==> src/rtl/bus_rr_arbiter.sv <==
// Round-robin bus arbiter: one registered one-hot grant at a time, held until the transfer
// completes, the requester withdraws, or the hold watchdog expires.
module bus_rr_arbiter #(
  parameter int unsigned CPUS          = 8,
  parameter int unsigned CPU_ID_LENGTH = $clog2(CPUS),
  parameter int unsigned TIMEOUT       = 1024
) (
  input  logic                     clk,
  input  logic                     nRST,
  input  logic [CPUS-1:0]          req,
  input  logic                     bus_idle,
  input  logic                     xfer_done,
  output logic [CPUS-1:0]          grant,
  output logic                     grant_valid,
  output logic [CPU_ID_LENGTH-1:0] grant_id,
  output logic                     timeout_err
);

  localparam int unsigned CntW = $clog2(TIMEOUT);

  typedef enum logic [1:0] {ArbIdle, ArbGrant, ArbRelease} state_e;

  state_e                   state_q, state_d;
  logic [CPUS-1:0]          grant_q, grant_d;
  logic                     grant_valid_q, grant_valid_d;
  logic [CPU_ID_LENGTH-1:0] grant_id_q, grant_id_d;
  logic [CPU_ID_LENGTH-1:0] rr_ptr_q, rr_ptr_d;
  logic [CntW-1:0]          hold_cnt_q, hold_cnt_d;
  logic                     timeout_err_q, timeout_err_d;

  logic                     sel_found;
  logic [CPU_ID_LENGTH-1:0] sel_id;
  logic                     granted_req;
  logic                     hold_expired;
  logic                     release_now;

  // Search starts just after the last served CPU and wraps modulo CPUS.
  always_comb begin
    int unsigned              pos;
    logic [CPU_ID_LENGTH-1:0] cand;
    sel_found = 1'b0;
    sel_id    = '0;
    pos       = 0;
    cand      = '0;
    for (int unsigned i = 1; i <= CPUS; i++) begin
      pos = int'(rr_ptr_q) + i;
      if (pos >= CPUS) pos = pos - CPUS;
      cand = CPU_ID_LENGTH'(pos);
      if (!sel_found && req[cand]) begin
        sel_found = 1'b1;
        sel_id    = cand;
      end
    end
  end

  assign granted_req  = req[grant_id_q];
  assign hold_expired = (hold_cnt_q == CntW'(TIMEOUT - 1));
  assign release_now  = xfer_done | ~granted_req | hold_expired;

  always_ff @(posedge clk) begin
    if (nRST) begin
      state_q       <= ArbIdle;
      grant_q       <= '0;
      grant_valid_q <= 1'b0;
      grant_id_q    <= '0;
      rr_ptr_q      <= CPU_ID_LENGTH'(CPUS - 1);
      hold_cnt_q    <= '0;
      timeout_err_q <= 1'b0;
    end else begin
      state_q       <= state_d;
      grant_q       <= grant_d;
      grant_valid_q <= grant_valid_d;
      grant_id_q    <= grant_id_d;
      rr_ptr_q      <= rr_ptr_d;
      hold_cnt_q    <= hold_cnt_d;
      timeout_err_q <= timeout_err_d;
    end
  end

  always_comb begin
    state_d = state_q;
    unique case (state_q)
      ArbIdle:    if (bus_idle && sel_found) state_d = ArbGrant;
      ArbGrant:   if (release_now) state_d = ArbRelease;
      ArbRelease: state_d = ArbIdle;
      default:    state_d = ArbIdle;
    endcase
  end

  always_comb begin
    grant_d       = grant_q;
    grant_valid_d = grant_valid_q;
    grant_id_d    = grant_id_q;
    rr_ptr_d      = rr_ptr_q;
    hold_cnt_d    = hold_cnt_q;
    timeout_err_d = 1'b0;
    unique case (state_q)
      ArbIdle: begin
        grant_d       = '0;
        grant_valid_d = 1'b0;
        if (bus_idle && sel_found) begin
          grant_d       = CPUS'(1) << sel_id;
          grant_valid_d = 1'b1;
          grant_id_d    = sel_id;
          hold_cnt_d    = '0;
        end
      end
      ArbGrant: begin
        hold_cnt_d = hold_cnt_q + 1'b1;
        if (release_now) begin
          grant_d       = '0;
          grant_valid_d = 1'b0;
          hold_cnt_d    = '0;
          rr_ptr_d      = grant_id_q;
          // Watchdog only reports when it alone caused the release.
          timeout_err_d = ~xfer_done & granted_req;
        end
      end
      ArbRelease: begin
        grant_d       = '0;
        grant_valid_d = 1'b0;
      end
      default: begin
        grant_d       = '0;
        grant_valid_d = 1'b0;
      end
    endcase
  end

  assign grant       = grant_q;
  assign grant_valid = grant_valid_q;
  assign grant_id    = grant_id_q;
  assign timeout_err = timeout_err_q;

endmodule

==> config.mk <==
export PLATFORM = sky130hd
export DESIGN_NAME = bus_rr_arbiter
export DESIGN_NICKNAME = d
export VERILOG_FILES = /design/src/rtl/bus_rr_arbiter.sv
export SDC_FILE = /design/constraint.sdc
export NUM_CORES = 1
export LEC_CHECK = 0
export ABC_AREA = 1
export BUFFER_PORTS_ARGS = -buffer_cell sky130_fd_sc_hd__buf_2
export CORE_MARGIN = 3
export CORE_UTILIZATION = 58
export DETAILED_ROUTE_END_ITERATION = 8
export PLACE_DENSITY = 0.8
export SLEW_MARGIN = 20
export SYNTH_ARGS = -nofsm -noshare
export SYNTH_HDL_FRONTEND = slang
export SYNTH_SLANG_ARGS = --single-unit
export TNS_END_PERCENT = 50
==> constraint.sdc <==
create_clock -name clk -period 6.1 [get_ports clk]
set_clock_uncertainty 0.05 [all_clocks]
set_input_delay 0 -clock clk [delete_from_list [all_inputs] [get_ports clk]]
set_output_delay 0 -clock clk [all_outputs]
set_load 0.1 [all_outputs]
-- After elaboration in Yosys (flattened, before gate mapping)
Cells that the tools add are included.
- flip-flop bits (word level): 28
- bits of input ports: 12
- output and inout port bits: 13
- word-level logic and storage cells: 129
- add/subtract/negate cells: 17
- order comparisons: 17
- equality and inequality tests: 4
- shift operators: 1
- mux-type cells: 54
- bitwise operators: 7
- reductions and logical operators: 22
- operators by type and width (cell ; number):
    3-bit 2-to-1 mux ; 16
    3-bit by 4-bit less-than comparator with 1-bit output, second input constant ; 9
    4-bit >= comparator, second input constant ; 7
    1-bit binary-select mux with 3-bit select ; 9
    3-bit by 1-bit subtractor with 3-bit output, second input constant ; 8
    10-bit 2-to-1 mux ; 2
    10-bit one-hot mux with 2 select lines ; 1
    1-bit 2-to-1 mux ; 19
    3-bit by 3-bit adder with 4-bit output, second input constant ; 4
    8-bit 2-to-1 mux ; 2
    8-bit one-hot mux with 2 select lines ; 1
    10-bit by 1-bit adder with 10-bit output, second input constant ; 1
    10-bit equality test, second input constant ; 1
    3-bit by 2-bit adder with 4-bit output, second input constant ; 2
    1-bit logical AND ; 8
    2-bit AND reduction ; 4
    1-bit by 3-bit << shifter with 8-bit output, first input constant ; 1
    1-bit logical NOT ; 7
    3-bit by 4-bit adder with 5-bit output, second input constant ; 1
    5-bit by 4-bit >= comparator with 1-bit output, second input constant ; 1
    3-bit by 1-bit adder with 4-bit output, second input constant ; 1
    2-bit 2-to-1 mux ; 2
    2-bit != test, second input constant ; 2
    1-bit inverter ; 4
    other kinds (8) ; 9

-- Longest topological paths before layout
Gate-level depths: netlist of run 1.
- depth after elaboration: 30
- mapped depth: 19
- depth with buffers taken out: 18

-- Worst setup path before layout of run 1
OpenSTA, ideal clock, no wires.
- path kind: reg-to-reg
- from: reg grant_id_q[0] (netlist: grant_id[0])
- to: reg hold_cnt_q[0]
- library setup time: 128 ps
- arrival: 2298 ps
- required time: 5922 ps
- slack: 3623 ps
- stages on the path, launching flop included: 12
- path buffers: 0
- period minus slack after synthesis: 2477 ps
- cells stage by stage: dfxtp_1 > inv_1 > o21ai_0 > o22ai_1 > nand2_1 > a21oi_1 > nand2_1 > inv_1 > nand2_1 > clkinv_1 > o21ai_0 > a21oi_1
- cells in the longest elaborated chain, start to end: 7
- RTL lines (element ; line ; source):
    start, declared ; 26 ; logic [CPU_ID_LENGTH-1:0] grant_id_q, grant_id_d;
    start signal, assigned ; 73 ; grant_id_q <= grant_id_d;
    1-bit binary-select mux with 3-bit select ; 56 ; assign granted_req = req[grant_id_q];
    1-bit 2-to-1 mux (implied by the code) ; 56 ;
    1-bit inverter ; 58 ; assign release_now = xfer_done | ~granted_req | hold_expired;
    1-bit bitwise OR (2 in a row) ; 58 ;
    10-bit 2-to-1 mux ; 110 ; if (release_now) begin
    10-bit one-hot mux with 2 select lines ; 97 ; unique case (state_q)
    end signal, assigned ; 75 ; hold_cnt_q <= hold_cnt_d;
    end, declared ; 28 ; logic [CntW-1:0] hold_cnt_q, hold_cnt_d;
No other way between the ends. The select of a mux whose other input is x is not followed.
A chain may end at the register's enable or synchronous reset.

-- Worst setup path after layout of run 1
- from: reg rr_ptr_q[0]
- to: reg grant_q[5] (netlist: grant[5])
- cells in the longest elaborated chain, start to end: 30
- elaborated cells on any way between the ends: 82
- those cells by class: add/sub: 16; order compare: 8; shift: 1; mux: 42; reduce/logical: 15
- RTL lines (element ; line ; source):
    start, declared ; 27 ; logic [CPU_ID_LENGTH-1:0] rr_ptr_q, rr_ptr_d;
    start signal, assigned ; 66 ; rr_ptr_q <= CPU_ID_LENGTH'(CPUS - 1);
    start signal, assigned ; 74 ; rr_ptr_q <= rr_ptr_d;
    3-bit by 1-bit adder with 4-bit output ; 46 ; pos = int'(rr_ptr_q) + i;
    4-bit >= comparator or 3-bit by 1-bit subtractor with 3-bit output (tied branches) ; 47 ; if (pos >= CPUS) pos = pos - CPUS;
    3-bit 2-to-1 mux ; 47 ;
    1-bit binary-select mux with 3-bit select ; 49 ; if (!sel_found && req[cand]) begin
    1-bit 2-to-1 mux (implied by the code) ; 49 ;
    1-bit 2-to-1 mux ; 49 ;
    1-bit logical NOT ; 49 ;
    1-bit logical AND ; 49 ;
    [14 not listed] ; -- ;
    1-bit logical AND ; 49 ;
    1-bit 2-to-1 mux ; 49 ;
    1-bit logical NOT ; 49 ;
    1-bit logical AND ; 49 ;
    3-bit 2-to-1 mux or 1-bit 2-to-1 mux (tied branches) ; 49 ;
    1-bit by 3-bit << shifter with 8-bit output or 1-bit logical AND (tied branches) ; 102, 101 ;
    8-bit 2-to-1 mux (*) ; 101 ; if (bus_idle && sel_found) begin
    8-bit one-hot mux with 2 select lines (*) ; 97 ;
    end signal, assigned ; 71 ; grant_q <= grant_d;
    end, declared ; 24 ; logic [CPUS-1:0] grant_q, grant_d;
Every way passes the cells marked *; elsewhere a longest branch is shown, timed or not. The select of a mux whose other input is x is not followed.

==> flow_metrics.tcl, run 1 <==
set metrics [dict create \
    clock_path_buffers 2 \
    irDropWorstVdd_v 0.000194 \
    viasPerCell 5.39 \
    fin_util 0.692 \
    grt_setup_unrepaired "false" \
    worst_slack_ns 3.06 \
    first_pass_iters 5 \
    worstSetupStartpointType "flip-flop" \
    slowest_delay_ns 0.66 \
    die_y_um 65.0 \
    critPathArrivalTime_ns 3.20 \
    powerDensity_nw_per_um2 306 \
    finalCritPeriodShare 0.498 \
    dieArea_um2 4220 \
    finalCriticalPeriod_ns 3.04 \
    path_clk_slew_ns 0.14 \
    drcViolationCount 0 \
    hold_class "in2reg" \
    insertion_delay_ns 0.32 \
    syn2layout_area_growth_pct 9.12 \
    grt.total_usage 0.248 \
    path_class "reg2reg" \
    synth_cell_types 39 \
    pin_count 25 \
    cts_root_buf "clkbuf_4" \
    grt_pass1_wl_um 8460 \
    hold_violations 0 \
    syn_inst 313 \
    crit_path_end_kind "flip-flop" \
    rows 20 \
    cts-htree-levels 1 \
    placeableCoreArea_um2 3180 \
    path_cells "inv_2, ha_1, inv_2, nand3_2, nand3_2, nand2_2, nor2_4, nand4_4, nor2_4, nand3_2, nand2_4, inv_4, and2_1, nand2_1, a21oi_1" \
    place.gp.congestion 0.964 \
    synth_area_um2 2020 \
    grt_pass1_vias 1901 \
    outcome "completed" \
    dp.cells 376 \
    layout.cells.non_filler 381 \
    cts_resized 0 \
    yosysWarnings 0 \
    cts_buffers 3 \
    max-slew-margin-rel 0.566 \
    max_freq_mhz 329 \
    cap_violations 0 \
    drive_gt1_frac 0.175 \
    port_buffers 24 \
    grt_antenna_before_repair 0 \
    cts_sinks 28 \
    die_x_um 65.0 \
    cts_tree "done" \
    dpl.hpwl_um 3770 \
    ys_seq_area_frac 0.278 \
    maxSlewViolCount 0 \
    tightest_slew_ns 0.649 \
    finalWirelength_um 4750 \
    crit_required_ns 6.26 \
    grt_overflow 0 \
    leakage_nw 1.01 \
    dpl_worst_slack_ns 3.13 \
    crit_path_max_fanout 13 \
    nets 354 \
    setup-violations-final 0 \
    start_util 0.634 \
    wl_per_cell_um 12.5 \
    fill_cells 302 \
    syn-num-nets 328 \
    cpMostUsedCell "nand3_2" \
    antenna_cells 0 \
    ant_nets 0 \
    vias 2053 \
    critPathSlowestCell "dfxtp_1" \
    fin_setup_tns_ns 0 \
    grt_max_degree 18 \
    first_iter_violations 192 \
    synth_area_per_cell_um2 6.44 \
    yosys_register_bits 28 \
]
## synthesized netlist by cell type
cell type / n / area share
a211oi_1: 1 / 0.0037
a21boi_1: 1 / 0.0037
a21oi_1: 19 / 0.047
a21oi_2: 2 / 0.0087
a22oi_1: 3 / 0.011
a31oi_1: 2 / 0.0062
and2_1: 1 / 0.0031
buf_4: 2 / 0.0074
buf_6: 1 / 0.0056
clkbuf_1: 2 / 0.0037
clkinv_1: 1 / 0.0019
dfxtp_1: 28 / 0.28
ha_1: 3 / 0.019
inv_1: 26 / 0.048
inv_2: 4 / 0.0074
inv_4: 1 / 0.0031
nand2_1: 90 / 0.17
nand2_2: 8 / 0.025
nand2_4: 1 / 0.0056
nand3_1: 36 / 0.089
nand3_2: 5 / 0.025
nand4_1: 8 / 0.025
nand4_4: 1 / 0.011
nor2_1: 29 / 0.054
nor2_2: 2 / 0.0062
nor2_4: 4 / 0.022
nor2_8: 1 / 0.0099
nor3_1: 2 / 0.0050
nor3b_1: 1 / 0.0037
nor4_1: 2 / 0.0062
o21a_1: 1 / 0.0037
o21ai_0: 10 / 0.025
o21ai_1: 4 / 0.0099
o21ai_2: 2 / 0.0087
o21bai_1: 1 / 0.0037
o22ai_1: 2 / 0.0062
xnor2_1: 2 / 0.0087
xor2_1: 3 / 0.013
xor2_2: 1 / 0.0081
## per-layer routing
layer / up-vias / GRT usage / share of wire
met3: 2 / 0.0381 / 0.066
met5: - / 0 / 0
met4: 0 / 0.0317 / 0.0027
li1: 1088 / - / -
met2: 65 / 0.390 / 0.42
met1: 898 / 0.366 / 0.51
## sequential cells by signal (all words and copies together) (netlist names)
name / cells
hold_cnt_q: 10
grant: 8
timeout_err: 1
state_q: 2
grant_valid: 1
grant_id: 3
rr_ptr_q: 3
## stage by stage
step | power, W | hold WS [ns] | cell area, um^2
floorplan | 0.000532 | 0.107 | 2020
global placement | 0.000600 | 0.207 | 2160
detailed placement | 0.000600 | 0.226 | 2160
CTS | 0.000672 | 0.107 | 2200
global route | 0.000727 | 0.103 | 2200
finish | 0.000672 | 0.107 | 2200
## timing repair
| item | in CTS | in global routing |
|---|---|---|
| endpoints found under the hold margin | 3 | 0 |
| hold buffers | 2 | 0 |
| setup buffers | 0 | 0 |
## critical path: cells and delay by family, from the launching register on
kind	cells	cell delay [ns]
AOI/OAI and AO/OA	1	0.06
buffers and inverters	3	0.44
adders and majority gates	1	0.45
and+or+nand+nor	10	1.26
DFF	1	0.66
## placed cells by master, fill, tap and decap left out, types with 5 or more instances in the layout
master   count
nand3_2      5
nand2_2      8
nand2_1     90
nor2_1      29
o21ai_0     10
nand3_1     36
buf_2       24
inv_1       26
nand4_1      8
a21oi_1     19
dfxtp_1     28
## worst paths after layout
check | end | start | cells after the start | slack, ns
setup / recovery | grant[5] | rr_ptr_q[0] | 15 | 3.06
hold / removal | grant_id[2] | bus_idle | 4 | 0.11
setup reg to reg | grant[5] | rr_ptr_q[0] | 15 | 3.06
hold reg to reg | grant[6] | grant[6] | 2 | 0.42
## layout make-up
| cell class | instances | area (um^2) | area share |
|---|---|---|---|
| multi-input cells | 248 | 1300 | 0.590 |
| flip-flops and latches | 28 | 561 | 0.255 |
| repair buffers | 26 | 140 | 0.0637 |
| inverters | 32 | 123 | 0.0557 |
| well taps | 44 | 55.1 | 0.0250 |
| clock buffers | 3 | 22.5 | 0.0102 |
## power by group
part | total [W] | switching, W | internal, W
Sequential | 0.000214 | 0.0000177 | 0.000197
Clock | 0.0000732 | 0.0000501 | 0.0000231
Combinational | 0.000385 | 0.000283 | 0.000102
## cells by family after synthesis
group / share of synthesized area
flip-flops: 0.278
adder cells (fa/ha/maj): 0.0186
XOR/XNOR: 0.0298
buffers and inverters: 0.0776
AND/OR/NAND/NOR: 0.458
AO/OA/AOI/OAI: 0.138
(Power assumes the default switching activity.)
==> run 2, diff against run 1 <==
Clock period 6.1 ns to 2.9 ns, I/O delays scaled along.
==> run 2 against run 1 <==
Effect of this change: maximum frequency is 15% higher; core utilization is 0.47 points higher; worst setup slack worse by 2.8 ns; worst hold slack worse by 0.0020 ns; sequential power is 110% higher; power is 110% higher; register-to-register slack worse by 2.8 ns; critical path type unchanged; wire length is 1.9% higher; clock power is 110% higher.
==> flow_metrics.tcl, run 2 (synthesized netlist as in run 1, its figures left out) <==
set metrics [dict create \
    outcome "completed" \
    placeableCoreArea_um2 3180 \
    cts_buffers 3 \
    largest_reg_flops 10 \
    clock_path_buffers 2 \
    start_util 0.634 \
    layout_commonest_cell "nand2_1" \
    finalCritPeriodShare 0.913 \
    critPathSlowestCell "ha_1" \
    die_x_um 65.0 \
    drive_gt1_frac 0.180 \
    p_comb_frac 0.584 \
    worstSetupStartpointType "flip-flop" \
    cts_sinks 28 \
    grt_pass1_wl_um 8250 \
    cts_resized 0 \
    rows 20 \
    drcViolationCount 0 \
    path_cells "inv_2, ha_1, inv_2, nand3_1, nand3_2, nand2_2, nor2_4, nand4_4, nor2_4, nand3_2, nand2_4, inv_4, and2_1, nand2_1, a21oi_1" \
    seq_area_um2 561 \
    maxSlewViolCount 0 \
    slowest_delay_ns 0.40 \
    first_iter_violations 216 \
    p_seq_frac 0.309 \
    max-slew-margin-rel 0.581 \
    path_class "reg2reg" \
    layout_common_cells "nand2_1 (90), nand3_1 (36), nor2_1 (29)" \
    critPathArrivalTime_ns 2.81 \
    grt_pass1_vias 1804 \
    fill_cells 291 \
    leakage_nw 1.02 \
    ant_nets 0 \
    setup-violations-final 0 \
    p_sw_w 0.000742 \
    viasPerCell 5.39 \
    antenna_cells 0 \
    irDropWorstVdd_v 0.000397 \
    path_clk_slew_ns 0.14 \
    die_y_um 65.0 \
    crit_path_end_kind "flip-flop" \
    fin_setup_tns_ns 0 \
    largest-register "hold_cnt_q" \
    dieArea_um2 4220 \
    switching_share 0.521 \
    grt_setup_unrepaired "false" \
    dpl.hpwl_um 3800 \
    finalCriticalPeriod_ns 2.65 \
    crit_required_ns 3.06 \
    wl_per_cell_um 12.6 \
    critPathBufInv 3 \
    powerDensity_nw_per_um2 643 \
    tightest_slew_ns 0.627 \
    intPower_w 0.000682 \
    hold_class "in2reg" \
    first_pass_iters 4 \
    multi_input_area_um2 1300 \
    vias 2065 \
    grt_antenna_before_repair 0 \
    pwr-share-clk 0.108 \
    place.gp.congestion 0.910 \
    crit_path_max_fanout 10 \
    crit_family "simple AND/OR/NAND/NOR gates" \
    nets 356 \
    finalWirelength_um 4840 \
    hold_violations 0 \
    pin_count 25 \
    syn2layout_area_growth_pct 9.87 \
    total_power_w 0.00142 \
    cap_violations 0 \
    insertion_delay_ns 0.32 \
    max_freq_mhz 378 \
    cts_root_buf "clkbuf_4" \
    cts-htree-levels 1 \
    grt.total_usage 0.247 \
    port_buffers 24 \
    grt_max_degree 18 \
    cts_tree "done" \
    grt_overflow 0 \
]
## run 2: changes by cell type in the layout (fill, tap and decap cells not counted)
| cell | change |
|---|---|
| buf_4 | +2 |
## run 2: metal layers
layer	vias up	global-route usage	part of all wire
li1	1085	-	-
met1	911	0.366	0.50
met2	65	0.381	0.42
met3	4	0.0433	0.075
met4	0	0.0317	0.0045
met5	-	0	0
## run 2: area by class of cell
cell class              instances  share of cell area
multi-input cells             248               0.586
well taps                      44              0.0249
clock buffers                   3              0.0102
flip-flops and latches         28               0.253
inverters                      32              0.0554
repair buffers                 28              0.0701
## run 2: path summary, 6_finish.rpt
| check | start | endpoint | slack, ns | cells after the start |
|---|---|---|---|---|
| worst max-delay path | rr_ptr_q[0] | grant[7] | 0.25 | 15 |
| worst min-delay path | bus_idle | grant_id[2] | 0.10 | 4 |
| worst max register to register | rr_ptr_q[0] | grant[7] | 0.25 | 15 |
| worst min register to register | grant[2] | grant[2] | 0.42 | 2 |
## run 2: through the flow
stage | worst slack (ns) | area, um^2 | util | hold WS (ns) | cells
floorplan | 0.423 | 2020 | - | 0.107 | 313
global placement | 0.326 | 2170 | 0.683 | 0.208 | 378
detailed placement | 0.295 | 2170 | 0.683 | 0.213 | 378
CTS | 0.269 | 2210 | 0.697 | 0.107 | 383
global route | 0.0410 | 2210 | 0.697 | 0.109 | 383
finish | 0.251 | 2210 | 0.697 | 0.105 | 383
## run 2: power groups by stage
stage                     registers (W)  logic (W)  clock network [W]
after floorplan                0.000586   0.000533                  0
after global placement         0.000447   0.000815                  0
after detailed placement       0.000447   0.000819                  0
after CTS                      0.000439   0.000824           0.000157
after global routing           0.000444   0.000924           0.000172
final                          0.000439   0.000831           0.000153
## run 2: what timing repair did
item | 4_1_cts | 5_1_grt
hold buffers | 2 | 0
endpoints found under the hold margin | 3 | 0
buffers inserted | 0 | 0
## run 2: worst min-delay path, cell delays in order
cell and delay (ns):
buf_2 0.09, nor3b_1 0.15, nand2_4 0.12, a211oi_1 0.08
==> run 3, diff against run 2 <==
Clock period 2.9 ns to 3.27 ns, I/O delays scaled along.
==> run 3 against run 2 <==
Effect of this change: critical endpoint is now grant[5]; worst hold slack improved by 0.044 ns; via count up 4.3%; final area unchanged; highest routed layer unchanged; register-to-register slack improved by 0.38 ns; core utilization did not move; clock-buffer cell count stayed put; first-iteration DRC count increased by 5.6%; non-clock buffer count stayed put; clock power fell by 12%; power down 10%; maximum frequency is 0.34% higher.
==> flow_metrics.tcl, run 3 (synthesized netlist as in run 1, its figures left out) <==
set metrics [dict create \
    ant_nets 0 \
    reg2reg_from "rr_ptr_q[0]" \
    cts_buffers 3 \
    path_cells "inv_2, ha_1, inv_2, nand3_1, nand3_2, nand2_2, nor2_4, nand4_4, nor2_4, nand3_2, nand2_4, inv_4, and2_1, nand2_1, a21oi_1" \
    crit_family "simple AND/OR/NAND/NOR gates" \
    p_seq_frac 0.306 \
    largest_reg_flops 10 \
    leakage_nw 1.02 \
    dpl.hpwl_um 3910 \
    startpoint "rr_ptr_q[0]" \
    reg2regPathDepth 15 \
    layout_common_cells "nand2_1 (90), nand3_1 (36), nor2_1 (29)" \
    start_util 0.634 \
    p_comb_frac 0.590 \
    viasPerCell 5.62 \
    dieArea_um2 4220 \
    largest-register "hold_cnt_q" \
    hold_violations 0 \
    hold_class "in2reg" \
    dp.cells 378 \
    drcViolationCount 0 \
    max-slew-margin-rel 0.588 \
    grt_antenna_before_repair 0 \
    worst_slack_ns 0.630 \
    cts_root_buf "clkbuf_4" \
    antenna_cells 0 \
    cap_violations 0 \
    vias 2153 \
    outcome "completed" \
    path_class "reg2reg" \
    insertion_delay_ns 0.32 \
    critPathBufInv 3 \
    clock_path_buffers 2 \
    die_y_um 65.0 \
    grt.total_usage 0.257 \
    max_freq_mhz 379 \
    r2r_slack_ns 0.63 \
    layout.cells.non_filler 383 \
    pin_count 25 \
    fin_setup_tns_ns 0 \
    placeableCoreArea_um2 3180 \
    drive_gt1_frac 0.180 \
    crit_path_max_fanout 10 \
    first_iter_violations 228 \
    maxSlewViolCount 0 \
    pwr-share-clk 0.105 \
    p_sw_w 0.000671 \
    irDropWorstVdd_v 0.000386 \
    cp.depth 15 \
    rows 20 \
    switching_share 0.526 \
    crit_required_ns 3.42 \
    tightest_slew_ns 0.615 \
    critPathArrivalTime_ns 2.79 \
    cts-htree-levels 1 \
    grt_pass1_vias 1935 \
    post_cts_buffers 0 \
    dpl_cell_area_um2 2170 \
    cts_tree "done" \
    worstSetupStartpointType "flip-flop" \
    timing.rr.end "grant[5]" \
    path_clk_slew_ns 0.14 \
    critPathSlowestCell "ha_1" \
    dpl_worst_slack_ns 0.674 \
    intPower_w 0.000605 \
    place.gp.congestion 0.953 \
    first_pass_iters 4 \
    cp-endpoint "grant[5]" \
    powerDensity_nw_per_um2 576 \
    hp-start "bus_idle" \
    finalCriticalPeriod_ns 2.64 \
    grt_max_degree 18 \
    slowest_delay_ns 0.41 \
    nets 356 \
    grt_setup_unrepaired "false" \
    finalCritPeriodShare 0.807 \
    wl_per_cell_um 13.3 \
    finalWirelength_um 5080 \
    setup-violations-final 0 \
    cts_sinks 28 \
    layout_commonest_cell "nand2_1" \
    die_x_um 65.0 \
    grt_pass1_wl_um 8550 \
    port_buffers 24 \
    fin_area_um2 2210 \
    crit_path_end_kind "flip-flop" \
    grt_overflow 0 \
    syn2layout_area_growth_pct 9.87 \
]
==> run 3: cell type report <==
cell class / instances / area (um^2)
tap: 44 / 55.1
inverter: 32 / 123
timing repair buffer: 28 / 155
fill: 272 / 963
multi-input combinational: 248 / 1300
sequential: 28 / 561
clock buffer: 3 / 22.5
==> run 3: metrics by stage <==
| step | total power, W | util | hold slack (ns) |
|---|---|---|---|
| after floorplan | 0.000993 | - | 0.107 |
| after global placement | 0.00113 | 0.683 | 0.206 |
| after detailed placement | 0.00113 | 0.683 | 0.212 |
| after CTS | 0.00127 | 0.697 | 0.147 |
| after global routing | 0.00137 | 0.697 | 0.167 |
| final | 0.00128 | 0.697 | 0.149 |
==> run 3: per-layer routing <==
metal  vias to the layer above  global-route usage  share of wire
li1                       1088                   -              -
met2                        78               0.420           0.45
met5                         -                   0              0
met3                         4              0.0433          0.069
met1                       983               0.362           0.48
met4                         0              0.0317         0.0055
==> run 3: worst min path at each step <==
stage          cells after the start  slack, ns           to
6_report                           4       0.15   state_q[0]
3_3_place_gp                       4       0.21  timeout_err
2_1_floorplan                      3       0.11  timeout_err
5_1_grt                            4       0.17  grant_id[2]
3_5_place_dp                       4       0.21  timeout_err
4_1_cts                            4       0.15   state_q[0]
==> run 3: power groups by stage <==
stage	combinational [W]	clock (W)	sequential (W)
final	0.000752	0.000134	0.000390
after global routing	0.000821	0.000151	0.000393
after CTS	0.000742	0.000137	0.000389
after detailed placement	0.000737	0	0.000397
after global placement	0.000732	0	0.000396
after floorplan	0.000473	0	0.000520
==> run 3: tightest hold or removal path: cells and delay by family <==
family,cells,cell delay [ns]
AOI/OAI and AO/OA,1,0.09
buffers and inverters,1,0.10
and+or+nand+nor,2,0.27
==> run 3: what timing repair did <==
item / 4_1_cts / 5_1_grt
hold endpoints to repair: 2 / 0
resized for setup: 0 / 0
hold buffers: 2 / 0
endpoints found under the setup margin: 0 / 0
